`src/rtl/controller_if.sv`:
```
// Handshake bundle between the instruction sequencer and the datapath it steers.
interface controller_if;
  logic [2:0] opcode;
  logic       zero;
  logic       run;
  logic       sel;
  logic       rd;
  logic       ld_ir;
  logic       halt;
  logic       inc_pc;
  logic       ld_ac;
  logic       ld_pc;
  logic       wr;
  logic       data_e;
  logic [2:0] phase;
  logic       halted;
  logic [7:0] instr_cnt;

  modport slave (
    input  opcode, zero, run,
    output sel, rd, ld_ir, halt, inc_pc, ld_ac, ld_pc, wr, data_e,
    output phase, halted, instr_cnt
  );

  modport master (
    output opcode, zero, run,
    input  sel, rd, ld_ir, halt, inc_pc, ld_ac, ld_pc, wr, data_e,
    input  phase, halted, instr_cnt
  );
endinterface

```
`src/rtl/controller_m.sv`:
```
// Eight-phase instruction sequencer: registered phase/halt/count state,
// control strobes decoded combinationally from phase, opcode and zero.
module controller_m (
  input  logic           clk,
  input  logic           rst_n,
  controller_if.slave    bus
);
  typedef enum logic [2:0] {
    INST_ADDR  = 3'd0,
    INST_FETCH = 3'd1,
    INST_LOAD  = 3'd2,
    IDLE       = 3'd3,
    OP_ADDR    = 3'd4,
    OP_FETCH   = 3'd5,
    ALU_OP     = 3'd6,
    STORE      = 3'd7
  } phase_t;

  localparam logic [2:0] OP_HLT = 3'b000;
  localparam logic [2:0] OP_SKZ = 3'b001;
  localparam logic [2:0] OP_ADD = 3'b010;
  localparam logic [2:0] OP_AND = 3'b011;
  localparam logic [2:0] OP_XOR = 3'b100;
  localparam logic [2:0] OP_LDA = 3'b101;
  localparam logic [2:0] OP_STO = 3'b110;
  localparam logic [2:0] OP_JMP = 3'b111;

  phase_t     phase_reg;
  logic       halted_reg;
  logic [7:0] cnt_reg;

  logic is_hlt;
  logic is_aluop;
  logic advance;

  assign is_hlt   = (bus.opcode == OP_HLT);
  assign is_aluop = (bus.opcode == OP_ADD) || (bus.opcode == OP_AND) ||
                    (bus.opcode == OP_XOR) || (bus.opcode == OP_LDA);
  assign advance  = bus.run && !halted_reg;

  // A HLT at OP_ADDR parks the sequencer there instead of advancing.
  always_ff @(posedge clk or negedge rst_n) begin
    if (!rst_n) begin
      phase_reg  <= INST_ADDR;
      halted_reg <= 1'b0;
      cnt_reg    <= 8'd0;
    end else if (advance) begin
      if (phase_reg == OP_ADDR && is_hlt) begin
        halted_reg <= 1'b1;
      end else begin
        phase_reg <= phase_t'(phase_reg + 3'd1);
        if (phase_reg == STORE) begin
          cnt_reg <= cnt_reg + 8'd1;
        end
      end
    end
  end

  logic sel_c, rd_c, ld_ir_c, halt_c, inc_pc_c, ld_ac_c, ld_pc_c, wr_c, data_e_c;

  always_comb begin
    sel_c    = 1'b0;
    rd_c     = 1'b0;
    ld_ir_c  = 1'b0;
    halt_c   = 1'b0;
    inc_pc_c = 1'b0;
    ld_ac_c  = 1'b0;
    ld_pc_c  = 1'b0;
    wr_c     = 1'b0;
    data_e_c = 1'b0;
    if (halted_reg) begin
      halt_c = 1'b1;
    end else begin
      case (phase_reg)
        INST_ADDR: sel_c = 1'b1;
        INST_FETCH: begin
          sel_c = 1'b1;
          rd_c  = 1'b1;
        end
        INST_LOAD, IDLE: begin
          sel_c   = 1'b1;
          rd_c    = 1'b1;
          ld_ir_c = 1'b1;
        end
        OP_ADDR: begin
          inc_pc_c = 1'b1;
          halt_c   = is_hlt;
        end
        OP_FETCH: rd_c = is_aluop;
        ALU_OP: begin
          rd_c     = is_aluop;
          inc_pc_c = (bus.opcode == OP_SKZ) && bus.zero;
          ld_pc_c  = (bus.opcode == OP_JMP);
          data_e_c = (bus.opcode == OP_STO);
        end
        STORE: begin
          rd_c     = is_aluop;
          ld_ac_c  = is_aluop;
          ld_pc_c  = (bus.opcode == OP_JMP);
          wr_c     = (bus.opcode == OP_STO);
          data_e_c = (bus.opcode == OP_STO);
        end
        default: ;
      endcase
    end
  end

  assign bus.sel       = sel_c;
  assign bus.rd        = rd_c;
  assign bus.ld_ir     = ld_ir_c;
  assign bus.halt      = halt_c;
  assign bus.inc_pc    = inc_pc_c;
  assign bus.ld_ac     = ld_ac_c;
  assign bus.ld_pc     = ld_pc_c;
  assign bus.wr        = wr_c;
  assign bus.data_e    = data_e_c;
  assign bus.phase     = phase_reg;
  assign bus.halted    = halted_reg;
  assign bus.instr_cnt = cnt_reg;
endmodule

```
`src/flat_wrapper.sv`:
```
// flat-port wrapper written by rule: the top's interface ports become plain ports
module controller_m_flat 
  (clk, rst_n, bus_opcode, bus_zero, bus_run, bus_sel, bus_rd, bus_ld_ir, bus_halt, bus_inc_pc, bus_ld_ac, bus_ld_pc, bus_wr, bus_data_e, bus_phase, bus_halted, bus_instr_cnt);
  controller_if bus_i ();
  input  logic clk;
  input  logic rst_n;
  input wire logic [$bits(bus_i.opcode)-1:0] bus_opcode;
  input wire logic [$bits(bus_i.zero)-1:0] bus_zero;
  input wire logic [$bits(bus_i.run)-1:0] bus_run;
  output wire logic [$bits(bus_i.sel)-1:0] bus_sel;
  output wire logic [$bits(bus_i.rd)-1:0] bus_rd;
  output wire logic [$bits(bus_i.ld_ir)-1:0] bus_ld_ir;
  output wire logic [$bits(bus_i.halt)-1:0] bus_halt;
  output wire logic [$bits(bus_i.inc_pc)-1:0] bus_inc_pc;
  output wire logic [$bits(bus_i.ld_ac)-1:0] bus_ld_ac;
  output wire logic [$bits(bus_i.ld_pc)-1:0] bus_ld_pc;
  output wire logic [$bits(bus_i.wr)-1:0] bus_wr;
  output wire logic [$bits(bus_i.data_e)-1:0] bus_data_e;
  output wire logic [$bits(bus_i.phase)-1:0] bus_phase;
  output wire logic [$bits(bus_i.halted)-1:0] bus_halted;
  output wire logic [$bits(bus_i.instr_cnt)-1:0] bus_instr_cnt;
  assign bus_i.opcode = bus_opcode;
  assign bus_i.zero = bus_zero;
  assign bus_i.run = bus_run;
  assign bus_sel = bus_i.sel;
  assign bus_rd = bus_i.rd;
  assign bus_ld_ir = bus_i.ld_ir;
  assign bus_halt = bus_i.halt;
  assign bus_inc_pc = bus_i.inc_pc;
  assign bus_ld_ac = bus_i.ld_ac;
  assign bus_ld_pc = bus_i.ld_pc;
  assign bus_wr = bus_i.wr;
  assign bus_data_e = bus_i.data_e;
  assign bus_phase = bus_i.phase;
  assign bus_halted = bus_i.halted;
  assign bus_instr_cnt = bus_i.instr_cnt;
  controller_m u_core (.clk(clk), .rst_n(rst_n), .bus(bus_i));
endmodule
```
`config.mk`:
```
export PLATFORM = sky130hd
export DESIGN_NAME = controller_m_flat
export DESIGN_NICKNAME = d
export VERILOG_FILES = /design/src/rtl/controller_if.sv /design/src/rtl/controller_m.sv /design/src/flat_wrapper.sv
export SDC_FILE = /design/constraint.sdc
export NUM_CORES = 1
export LEC_CHECK = 0
export ABC_AREA = 1
export CORE_MARGIN = 1
export CORE_UTILIZATION = 45
export DETAILED_ROUTE_END_ITERATION = 8
export GPL_ROUTABILITY_DRIVEN = 0
export HOLD_SLACK_MARGIN = 0.02
export PLACE_DENSITY = 0.78
export SETUP_SLACK_MARGIN = 0.15
export SLEW_MARGIN = 10
export SYNTH_ARGS = -nofsm -noshare
export SYNTH_HDL_FRONTEND = slang
export SYNTH_SLANG_ARGS = --single-unit
```
`constraint.sdc`:
```
create_clock -name clk -period 2.15 [get_ports clk]
set_clock_uncertainty 0.1 [all_clocks]
set_input_delay 0.645 -clock clk [delete_from_list [all_inputs] [get_ports clk]]
set_output_delay 0.645 -clock clk [all_outputs]
set_load 0.03 [all_outputs]
```
-- Word level (Yosys, flattened, before mapping)
Cells that the tools add are included.
W data, S select, Z words.
- add/sub/neg operators: 2
- equal/unequal tests: 14
- mux-type cells: 18
- bitwise gates (word level): 1
- reduce and logical (&&, ||, !) cells: 17
- operators by type and width (cell ; number):
    $eq A3 B3 Y1 const B ; 8
    $mux W1 ; 16
    $eq A3 B2 Y1 const B ; 4
    $add A8 B1 Y8 const B ; 1
    $eq A3 B1 Y1 const B ; 2
    $logic_not A3 Y1 ; 2
    $reduce_or A3 Y1 ; 2
    $pmux W1 S2 ; 2
    $reduce_and A2 Y1 ; 2
    $reduce_or A2 Y1 ; 2
    $reduce_or A4 Y1 ; 1
    $add A3 B1 Y3 const B ; 1
    $logic_and A1 B1 Y1 ; 3
    $logic_or A1 B1 Y1 ; 3
    $reduce_and A3 Y1 ; 1
    $logic_not A1 Y1 ; 1
    $not A1 Y1 ; 1
- register bits: 12
- input port bits: 7
- output and inout bits: 21
- logic and storage cells: 55

-- Logic depth before layout (Yosys ltp)
Gate-level depths: netlist of run 1.
- depth after elaboration: 6
- mapped depth: 9
- gate-level depth less buffers: 9

-- Worst setup path after synthesis of run 1
Ideal clock, no wire load.
- path type: flip-flop to output port
- from: register u_core.phase_reg[1], in the netlist u_core.bus.phase[1]
- to: output port bus_ld_ac
- data arrival time: 2.076 ns
- data required time: 1.405 ns
- setup slack: -0.671 ns
- cell stages (with the launch flop): 5
- buffers on the path: 0
- cells stage by stage: dfrtp_1 -> ha_1 -> ha_1 -> inv_1 -> nor4_1
- cells in the longest elaborated chain, start to end: 3
- ends and longest elaborated chain (item ; RTL line ; source):
    from (decl) ; controller_m.sv:28 ; phase_t phase_reg;
    from (signal assigned) ; controller_m.sv:51 ; phase_reg <= phase_t'(phase_reg + 3'd1);
    $eq A3 B3 Y1 ; controller_m.sv:74 ; case (phase_reg)
    $mux W1 ; controller_m.sv:74 ;
    $mux W1 ; controller_m.sv:71 ; if (halted_reg) begin
    to (decl) ; flat_wrapper.sv:15 ; output wire logic [$bits(bus_i.ld_ac)-1:0] bus_ld_ac;
Every way passes these cells.

-- Worst setup path after layout of run 1
- from: register u_core.phase_reg[0], in the netlist u_core.bus.phase[0]
- to: output port bus_rd
- cells in the longest elaborated chain, start to end: 4
- elaborated cells between the ends (all ways): 10
- those cells by class: 6 x eq/ne; 2 x mux; 2 x reduce/logical
- ends and longest elaborated chain (item ; RTL line ; source):
    $eq A3 B3 Y1 (tied with other cells) ; controller_m.sv:74 ;
    $reduce_or A3 Y1 (no source line) ; -- ;
    $pmux W1 S2 (*) ; controller_m.sv:74 ;
    $mux W1 (*) ; controller_m.sv:71 ;
    to (decl) ; flat_wrapper.sv:11 ; output wire logic [$bits(bus_i.rd)-1:0] bus_rd;
Mark *: on every way between the ends. The rest lies on a longest branch, timed or not.

==> impl_metrics.tcl, run 1 <==
set metrics [dict create \
    antennaDiodeCount 0 \
    drv_cap 0 \
    hpwl_um 1830 \
    cp-end-kind "output pin" \
    setup_violations 9 \
    grt_max_degree 13 \
    final_nets 178 \
    area_growth_pct 68.9 \
    dr.pass1.iters 3 \
    grt_pass1_wl_um 3860 \
    clkTransAtPathRegs_ns 0.08 \
    worst_setup_path_start_kind "flop" \
    drtIter0Drc 12 \
    antenna_found_initial 0 \
    synth_cells 121 \
    placed_cell_area_um2 1350 \
    gr-total-overflow 0 \
    synth_nets 136 \
    finalMaxSlewViolations 0 \
    synth_cell_type_count 21 \
    setup_tns_ns -0.990 \
    io_buffer_count 27 \
    worstHoldPathType "flop to flop" \
    root_buffer "clkbuf_4" \
    grt_setup_unrepaired "true" \
    rows 15 \
    clock_latency_ns 0.28 \
    fp.coreArea_um2 1780 \
    worst_pin_slew_ns 0.578 \
    drive_above_1_share_pct 44.4 \
    grt_usage_pct 26.0 \
    largest_reg_flops 8 \
    clock_sinks 12 \
    ys_seq_area_share_pct 34.3 \
    ys_async_sr_fraction_pct 100 \
    routed_wl_um 2380 \
    via_per_inst 4.93 \
    layout.cells.non_filler 187 \
    synth_edf_count 0 \
    synth_flop_cell "dfrtp_1" \
    final_cell_mix "nand2_1 (41), buf_4 (12), dlygate4sd2_1 (10)" \
    period_share_pct 108 \
    cts_buffers 3 \
    violations "setup timing" \
    fp.dieW_um 46.1 \
    wl_per_cell_um 12.7 \
    dp_cells 178 \
    final_area_um2 1480 \
    worstPathRequired_ns 1.40 \
    htreeDepth 1 \
    synth_warnings 0 \
    fin_crit_ns 2.32 \
    ir_worst_vdd_mv 0.362 \
    fill_cells 107 \
    pwr_density_cell_nw_per_um2 335 \
    ios 28 \
    cts_buffer_depth 2 \
    critPathMaxFanout 3 \
    finalHoldViolations 0 \
    hold_depth 2 \
    ant_nets 0 \
    die_h_um 46.1 \
    cts-hold-fix-buffers 0 \
    dieArea_um2 2130 \
    drc 0 \
    cts_tree "done" \
    synth-seq-cells 12 \
    p_leak_nw 0.720 \
    syn_area_um2 876 \
    relSlewSlack_pct 61.4 \
    grt_pass1_vias 914 \
    outcome "finished with violations" \
    preCtsSetupSlack_ns -0.504 \
    setup_ws_ns -0.169 \
    num_vias 921 \
    fmax_mhz 431 \
    fin_util_pct 82.9 \
    start_util_pct 49.1 \
    layout_commonest_cell "nand2_1" \
    worstSetupPathType "flop to output pin" \
    synth_area_per_cell_um2 7.24 \
    worst_r2r_path_depth 10 \
    crit_arrival_ns 1.57 \
]
Yosys cell counts, types with 2 or more instances:
| master | number | area (um^2) |
|---|---|---|
| nand2_1 | 46 | 173 |
| inv_1 | 14 | 52.6 |
| dfrtp_1 | 12 | 300 |
| ha_1 | 8 | 100 |
| nand3_1 | 7 | 35.0 |
| nor2_1 | 7 | 26.3 |
| a21oi_1 | 5 | 25.0 |
| o21ai_0 | 4 | 20.0 |
| nand2_2 | 2 | 12.5 |
| nor2_4 | 2 | 22.5 |
| nor3_1 | 2 | 10.0 |
| xnor2_1 | 2 | 17.5 |
| xor2_1 | 2 | 17.5 |
logic make-up (layout without fill, tap and decap cells):
group | after synthesis | in the layout | share of synthesized area (%)
flip-flops | 12 | 12 | 34.3
adder cells (fa/ha/maj) | 8 | 8 | 11.4
buffers and inverters | 16 | 57 | 7.29
XOR/XNOR | 4 | 4 | 4.00
AND/OR/NAND/NOR | 71 | 71 | 37.3
AO/OA/AOI/OAI | 10 | 10 | 5.71
through the flow:
step / power (mW) / hold WS, ns
2_1_floorplan: 0.273 / 0.249
3_3_place_gp: 0.303 / 0.419
3_5_place_dp: 0.305 / 0.429
4_1_cts: 0.496 / 0.441
5_1_grt: 0.510 / 0.503
6_report: 0.495 / 0.434
layout make-up:
| cell class | instances | area [um^2] | area share (%) |
|---|---|---|---|
| Multi-Input combinational cell | 93 | 698 | 47.2 |
| Timing Repair Buffer | 38 | 340 | 23.0 |
| Sequential cell | 12 | 304 | 20.6 |
| Inverter | 15 | 68.8 | 4.65 |
| Clock buffer | 4 | 36.3 | 2.45 |
| Tap cell | 25 | 31.3 | 2.12 |
per-layer routing:
metal	up-vias	wire length [um]	track usage, %
met1	432	996	28.3
met3	7	103	2.75
met4	0	51	13.5
li1	460	-	-
met5	-	0	0
met2	22	1230	48.5
power breakdown:
part	internal [mW]	switching (mW)	total, mW
sequential	0.228	0.00509	0.233
clock	0.103	0.0815	0.185
combinational	0.0309	0.0459	0.0768
total	0.362	0.133	0.495
worst paths after layout:
path	startpoint	end	slack [ns]
max	u_core.bus.phase[0]	bus_rd	-0.17
min	u_core.bus.instr_cnt[7]	u_core.bus.instr_cnt[7]	0.43
max reg2reg	u_core.bus.phase[1]	u_core.bus.instr_cnt[3]	0.46
min reg2reg	u_core.bus.instr_cnt[7]	u_core.bus.instr_cnt[7]	0.43
max in group asynchronous	rst_n	u_core.bus.phase[2]	0.91
min in group asynchronous	rst_n	u_core.bus.halted	0.63
critical path: stages (launching register included):
cell	delay, ns
dfrtp_2	0.45
ha_4	0.19
ha_4	0.16
inv_4	0.05
nand2_2	0.05
a21oi_4	0.18
a21oi_4	0.07
buf_6	0.14
repair_timing:
action,CTS,global route
setup endpoints to repair,20,9
resized for setup,38,9
buffers inserted,4,1
pin swaps,9,0
Note: power is estimated with default switching activity, not from simulation.
==> inputs of run 2 (changes only) <==
Settings changed: REMOVE_ABC_BUFFERS set to 1.
==> run 2 against run 1 <==
Compared with the run above:
- the flow still finishes with violations (setup timing)
- clock power rose by 5%
- non-clock buffer count rose by 15
- cell count rose by 8.0%
- combinational power rose by 22%
- die area did not move
- global-route usage rose by 5.3 points
- via count rose by 19%
- total power rose by 4.7%
- register-to-register slack got worse by 0.40 ns
- critical path type unchanged
- largest power group unchanged
==> impl_metrics.tcl, run 2 (synthesis results as in run 1) <==
set metrics [dict create \
    hpwl_um 1700 \
    io_buffer_count 27 \
    ios 28 \
    worstHoldStart "u_core.bus.instr_cnt[1]" \
    period_share_pct 113 \
    fill_cells 77 \
    drive_above_1_share_pct 48.6 \
    final_nets 193 \
    r2r-start "u_core.bus.phase[0]" \
    root_buffer "clkbuf_4" \
    cts_buffers 3 \
    cts_tree "done" \
    clock_sinks 12 \
    fmax_mhz 410 \
    grt_pass1_vias 988 \
    finalMaxSlewViolations 0 \
    die_h_um 46.1 \
    r2r-end "u_core.bus.instr_cnt[5]" \
    antenna_found_initial 0 \
    grt_pass1_wl_um 4440 \
    placed_cell_area_um2 1260 \
    grt_max_degree 13 \
    power_uw 518 \
    hold_depth 2 \
    drtIter0Drc 33 \
    setup_violations 9 \
    clock_latency_ns 0.29 \
    rows 15 \
    dr.pass1.iters 4 \
    worst_setup_path_start_kind "flop" \
    r2r_slack_ns 0.06 \
    worstHoldPathType "flop to flop" \
    final_area_um2 1620 \
    grt_setup_unrepaired "true" \
    worst_r2r_path_depth 14 \
    cp-end-kind "output pin" \
    finalHoldViolations 0 \
    gr-total-overflow 0 \
    crit_top_cell "buf_6" \
    routed_wl_um 3760 \
    fp.dieW_um 46.1 \
    antennaDiodeCount 0 \
    fp.coreArea_um2 1780 \
    cts-hold-fix-buffers 0 \
    drc 0 \
    dieArea_um2 2130 \
    htreeDepth 1 \
    critPathMaxFanout 4 \
    critPathMaxStageDelay_ns 0.44 \
    layout_commonest_cell "nand2_1" \
    area_growth_pct 84.9 \
    violations "setup timing" \
    crit_slowest_cell "dfrtp_1" \
    num_vias 1096 \
    wl_per_cell_um 18.6 \
    worst_pin_slew_ns 0.598 \
    final_cell_mix "nand2_1 (31), buf_6 (18), buf_4 (17)" \
    start_util_pct 49.1 \
    largest_reg_flops 8 \
    worstSetupPathType "flop to output pin" \
    p_leak_nw 0.831 \
    ant_nets 0 \
    cts_buffer_depth 2 \
    grt_usage_pct 31.2 \
    fin_crit_ns 2.44 \
    clkTransAtPathRegs_ns 0.08 \
    crit_arrival_ns 1.69 \
    outcome "finished with violations" \
    relSlewSlack_pct 60.0 \
    setup_tns_ns -1.75 \
    holdPathEnd "u_core.bus.instr_cnt[1]" \
    pwr_density_cell_nw_per_um2 320 \
    worstPathRequired_ns 1.40 \
    ir_worst_vdd_mv 0.353 \
    drv_cap 0 \
    path_cells "buf_6, inv_6, ha_2, nand2_1, nand3_2, nand2_2, a21oi_2, buf_6" \
    via_per_inst 5.43 \
    setup_ws_ns -0.288 \
    preCtsSetupSlack_ns -0.364 \
    fin_util_pct 90.8 \
]
==> run 2: metrics by stage <==
step           std cells  hold WS (ns)
2_1_floorplan        120         0.249
3_3_place_gp         187         0.412
3_5_place_dp         187         0.433
4_1_cts              195         0.454
5_1_grt              202         0.480
6_report             202         0.448
==> run 2: how the worst max path moves through the flow <==
stage	startpoint	endpoint	slack, ns	depth (start not counted)
final	u_core.bus.phase[1]	bus_rd	-0.29	8
after detailed placement	bus_opcode[1]	bus_rd	-0.36	6
after CTS	u_core.bus.phase[0]	bus_rd	-0.19	6
after floorplan	u_core.bus.phase[1]	bus_ld_ac	-0.67	4
after global routing	u_core.bus.phase[1]	bus_rd	-0.32	8
after global placement	u_core.bus.phase[0]	bus_sel	-0.31	7
==> run 2: repair_timing <==
action                     CTS  global route
gates resized for setup     64            36
hold endpoints to repair     0             0
buffers inserted             4             7
setup endpoints to repair   21            13
cloned                       0             0
pin swaps                   17            16
==> run 2: layer usage <==
layer  share of wire [%]  global-route usage, %
met1                  40                   32.8
met2                  48                   55.8
met3                 6.5                   9.02
met4                 4.5                   15.9
met5                   0                      0
==> run 2: power by group <==
part | total [mW] | leakage, nW | switching (mW) | internal [mW]
Combinational | 0.0936 | 0.652 | 0.0514 | 0.0422
Sequential | 0.230 | 0.158 | 0.00233 | 0.228
Clock | 0.194 | 0.0210 | 0.0910 | 0.103
==> run 2: area by class of cell <==
cell class	count	area (um^2)	area share (%)
timing repair buffer	53	489	30.2
inverter	15	71.3	4.40
multi-input combinational	93	691	42.7
sequential	12	300	18.5
clock buffer	4	36.3	2.24
tap	25	31.3	1.93
==> run 2: worst max-delay path: cells and delay by family, from the launching register on <==
family          cells  cell delay [ns]
simple gates        3             0.22
flops               1             0.44
compound gates      1             0.17
buf+inv             3             0.38
fa+ha+maj           1             0.19
==> inputs of run 3 (changes only) <==
Settings changed: CORE_ASPECT_RATIO set to 0.8.
==> run 3 against run 2 <==
Compared with the run above:
- hold slack improved by 0.0022 ns
- global-route usage fell by 0.076 points
- critical path depth is the same
- sequential cell count stayed put
- core utilization fell by 4.4 points
- cell count is 3.0% lower
- sequential power about the same
- largest power group unchanged
- via count fell by 2.7%
- register-to-register slack better by 0.17 ns
- the flow still finishes with violations (setup timing)
- total power down 0.77%
- non-clock buffer count decreased by 3
==> impl_metrics.tcl, run 3 (synthesis results as in run 1) <==
set metrics [dict create \
    worst-path-buf-inv 3 \
    setup_ws_ns -0.260 \
    fill_cells 96 \
    pwr_density_cell_nw_per_um2 345 \
    worstSetupPathType "flop to output pin" \
    clkTransAtPathRegs_ns 0.08 \
    num_vias 1066 \
    fin_crit_ns 2.41 \
    final_cell_mix "nand2_1 (42), buf_4 (24), dlygate4sd2_1 (12), dfrtp_1 (12), inv_1 (9)" \
    grt_usage_pct 31.2 \
    grt_pass1_vias 952 \
    grt_setup_unrepaired "true" \
    fmax_mhz 415 \
    drv_cap 0 \
    dr.pass1.iters 4 \
    path_cells "ha_2, buf_6, ha_4, inv_4, nand3_2, nand2_2, a21oi_2, buf_6" \
    die_h_um 41.5 \
    final_nets 190 \
    p_leak_nw 0.764 \
    layout.cells.non_filler 196 \
    finalMaxSlewViolations 0 \
    multi_input_area_um2 627 \
    via_per_inst 5.44 \
    io_buffer_count 27 \
    routed_wl_um 3150 \
    worst_pin_slew_ns 0.590 \
    violations "setup timing" \
    antennaDiodeCount 0 \
    clock_latency_ns 0.29 \
    fp.coreArea_um2 1720 \
    worstHoldPathType "flop to flop" \
    worst_setup_path_start_kind "flop" \
    antenna_found_initial 0 \
    cp-end-kind "output pin" \
    crit_arrival_ns 1.66 \
    setup_violations 9 \
    largest_reg_flops 8 \
    start_util_pct 50.8 \
    holdWs_ns 0.450 \
    ios 28 \
    fin_util_pct 86.4 \
    ant_nets 0 \
    period_share_pct 112 \
    critPathMaxFanout 4 \
    crit_slowest_cell "dfrtp_1" \
    cts_buffer_depth 2 \
    cp_top_family "flip-flops" \
    dieArea_um2 2130 \
    dp_cells 186 \
    gr-total-overflow 0 \
    preCtsSetupSlack_ns -0.354 \
    drc 0 \
    hpwl_um 1830 \
    cts_buffers 3 \
    worstPathRequired_ns 1.40 \
    finalHoldViolations 0 \
    clock_sinks 12 \
    grt_max_degree 13 \
    crit_top_cell "buf_6" \
    outcome "finished with violations" \
    root_buffer "clkbuf_4" \
    seq_area_um2 300 \
    drive_above_1_share_pct 40.8 \
    critPathMaxStageDelay_ns 0.41 \
    setup_tns_ns -1.55 \
    layout_commonest_cell "nand2_1" \
    htreeDepth 1 \
    wl_per_cell_um 16.1 \
    ir_worst_vdd_mv 0.314 \
    rows 13 \
    area_growth_pct 70.1 \
    cts-hold-fix-buffers 0 \
    grt_pass1_wl_um 4720 \
    fp.dieW_um 51.3 \
    relSlewSlack_pct 60.6 \
    cts_tree "done" \
    drtIter0Drc 21 \
]
## run 3: timing repair
item                                    4_1_cts  5_1_grt
setup buffers                                 6        0
gates resized for setup                      59       12
endpoints found under the setup margin       21       12
pin swaps                                    14        7
## run 3: path summary, 6_finish.rpt
| kind | startpoint | to | slack [ns] | cells past startpoint |
|---|---|---|---|---|
| setup / recovery | u_core.bus.phase[0] | bus_rd | -0.26 | 8 |
| hold / removal | u_core.bus.instr_cnt[7] | u_core.bus.instr_cnt[7] | 0.45 | 2 |
| setup reg to reg | u_core.bus.phase[1] | u_core.bus.instr_cnt[6] | 0.23 | 13 |
| hold reg to reg | u_core.bus.instr_cnt[7] | u_core.bus.instr_cnt[7] | 0.45 | 2 |
| max in group asynchronous | rst_n | u_core.bus.halted | 0.94 | 1 |
| min in group asynchronous | rst_n | u_core.bus.instr_cnt[5] | 0.62 | 1 |
## run 3: tightest hold or removal path, delay by kind of cell (launching register included)
family	cells	cell delay, ns
simple gates	2	0.13
flops	1	0.39
## run 3: final cells by class
cell class / instances / area share (%)
Multi-Input combinational cell: 93 / 42.1
Tap cell: 22 / 1.85
Timing Repair Buffer: 50 / 28.9
Inverter: 15 / 4.62
Clock buffer: 4 / 2.43
Sequential cell: 12 / 20.2
## run 3: routing by layer
layer / global-route usage (%) / vias up / wire, um
met1: 39.4 / 507 / 1270
met2: 50.3 / 58 / 1550
met4: 14.1 / 0 / 100
met5: 0 / - / 0
li1: - / 487 / -
met3: 7.33 / 14 / 229
## run 3: per-stage QoR
| step | instance area [um^2] | power (mW) |
|---|---|---|
| 2_1_floorplan | 871 | 0.260 |
| 3_3_place_gp | 1280 | 0.305 |
| 3_5_place_dp | 1280 | 0.308 |
| 4_1_cts | 1460 | 0.510 |
| 5_1_grt | 1490 | 0.532 |
| 6_report | 1490 | 0.514 |
## run 3: where the power goes
part	internal [mW]	switching, mW	leakage [nW]
Clock	0.103	0.0885	0.0210
Sequential	0.228	0.00211	0.158
Combinational	0.0442	0.0482	0.586
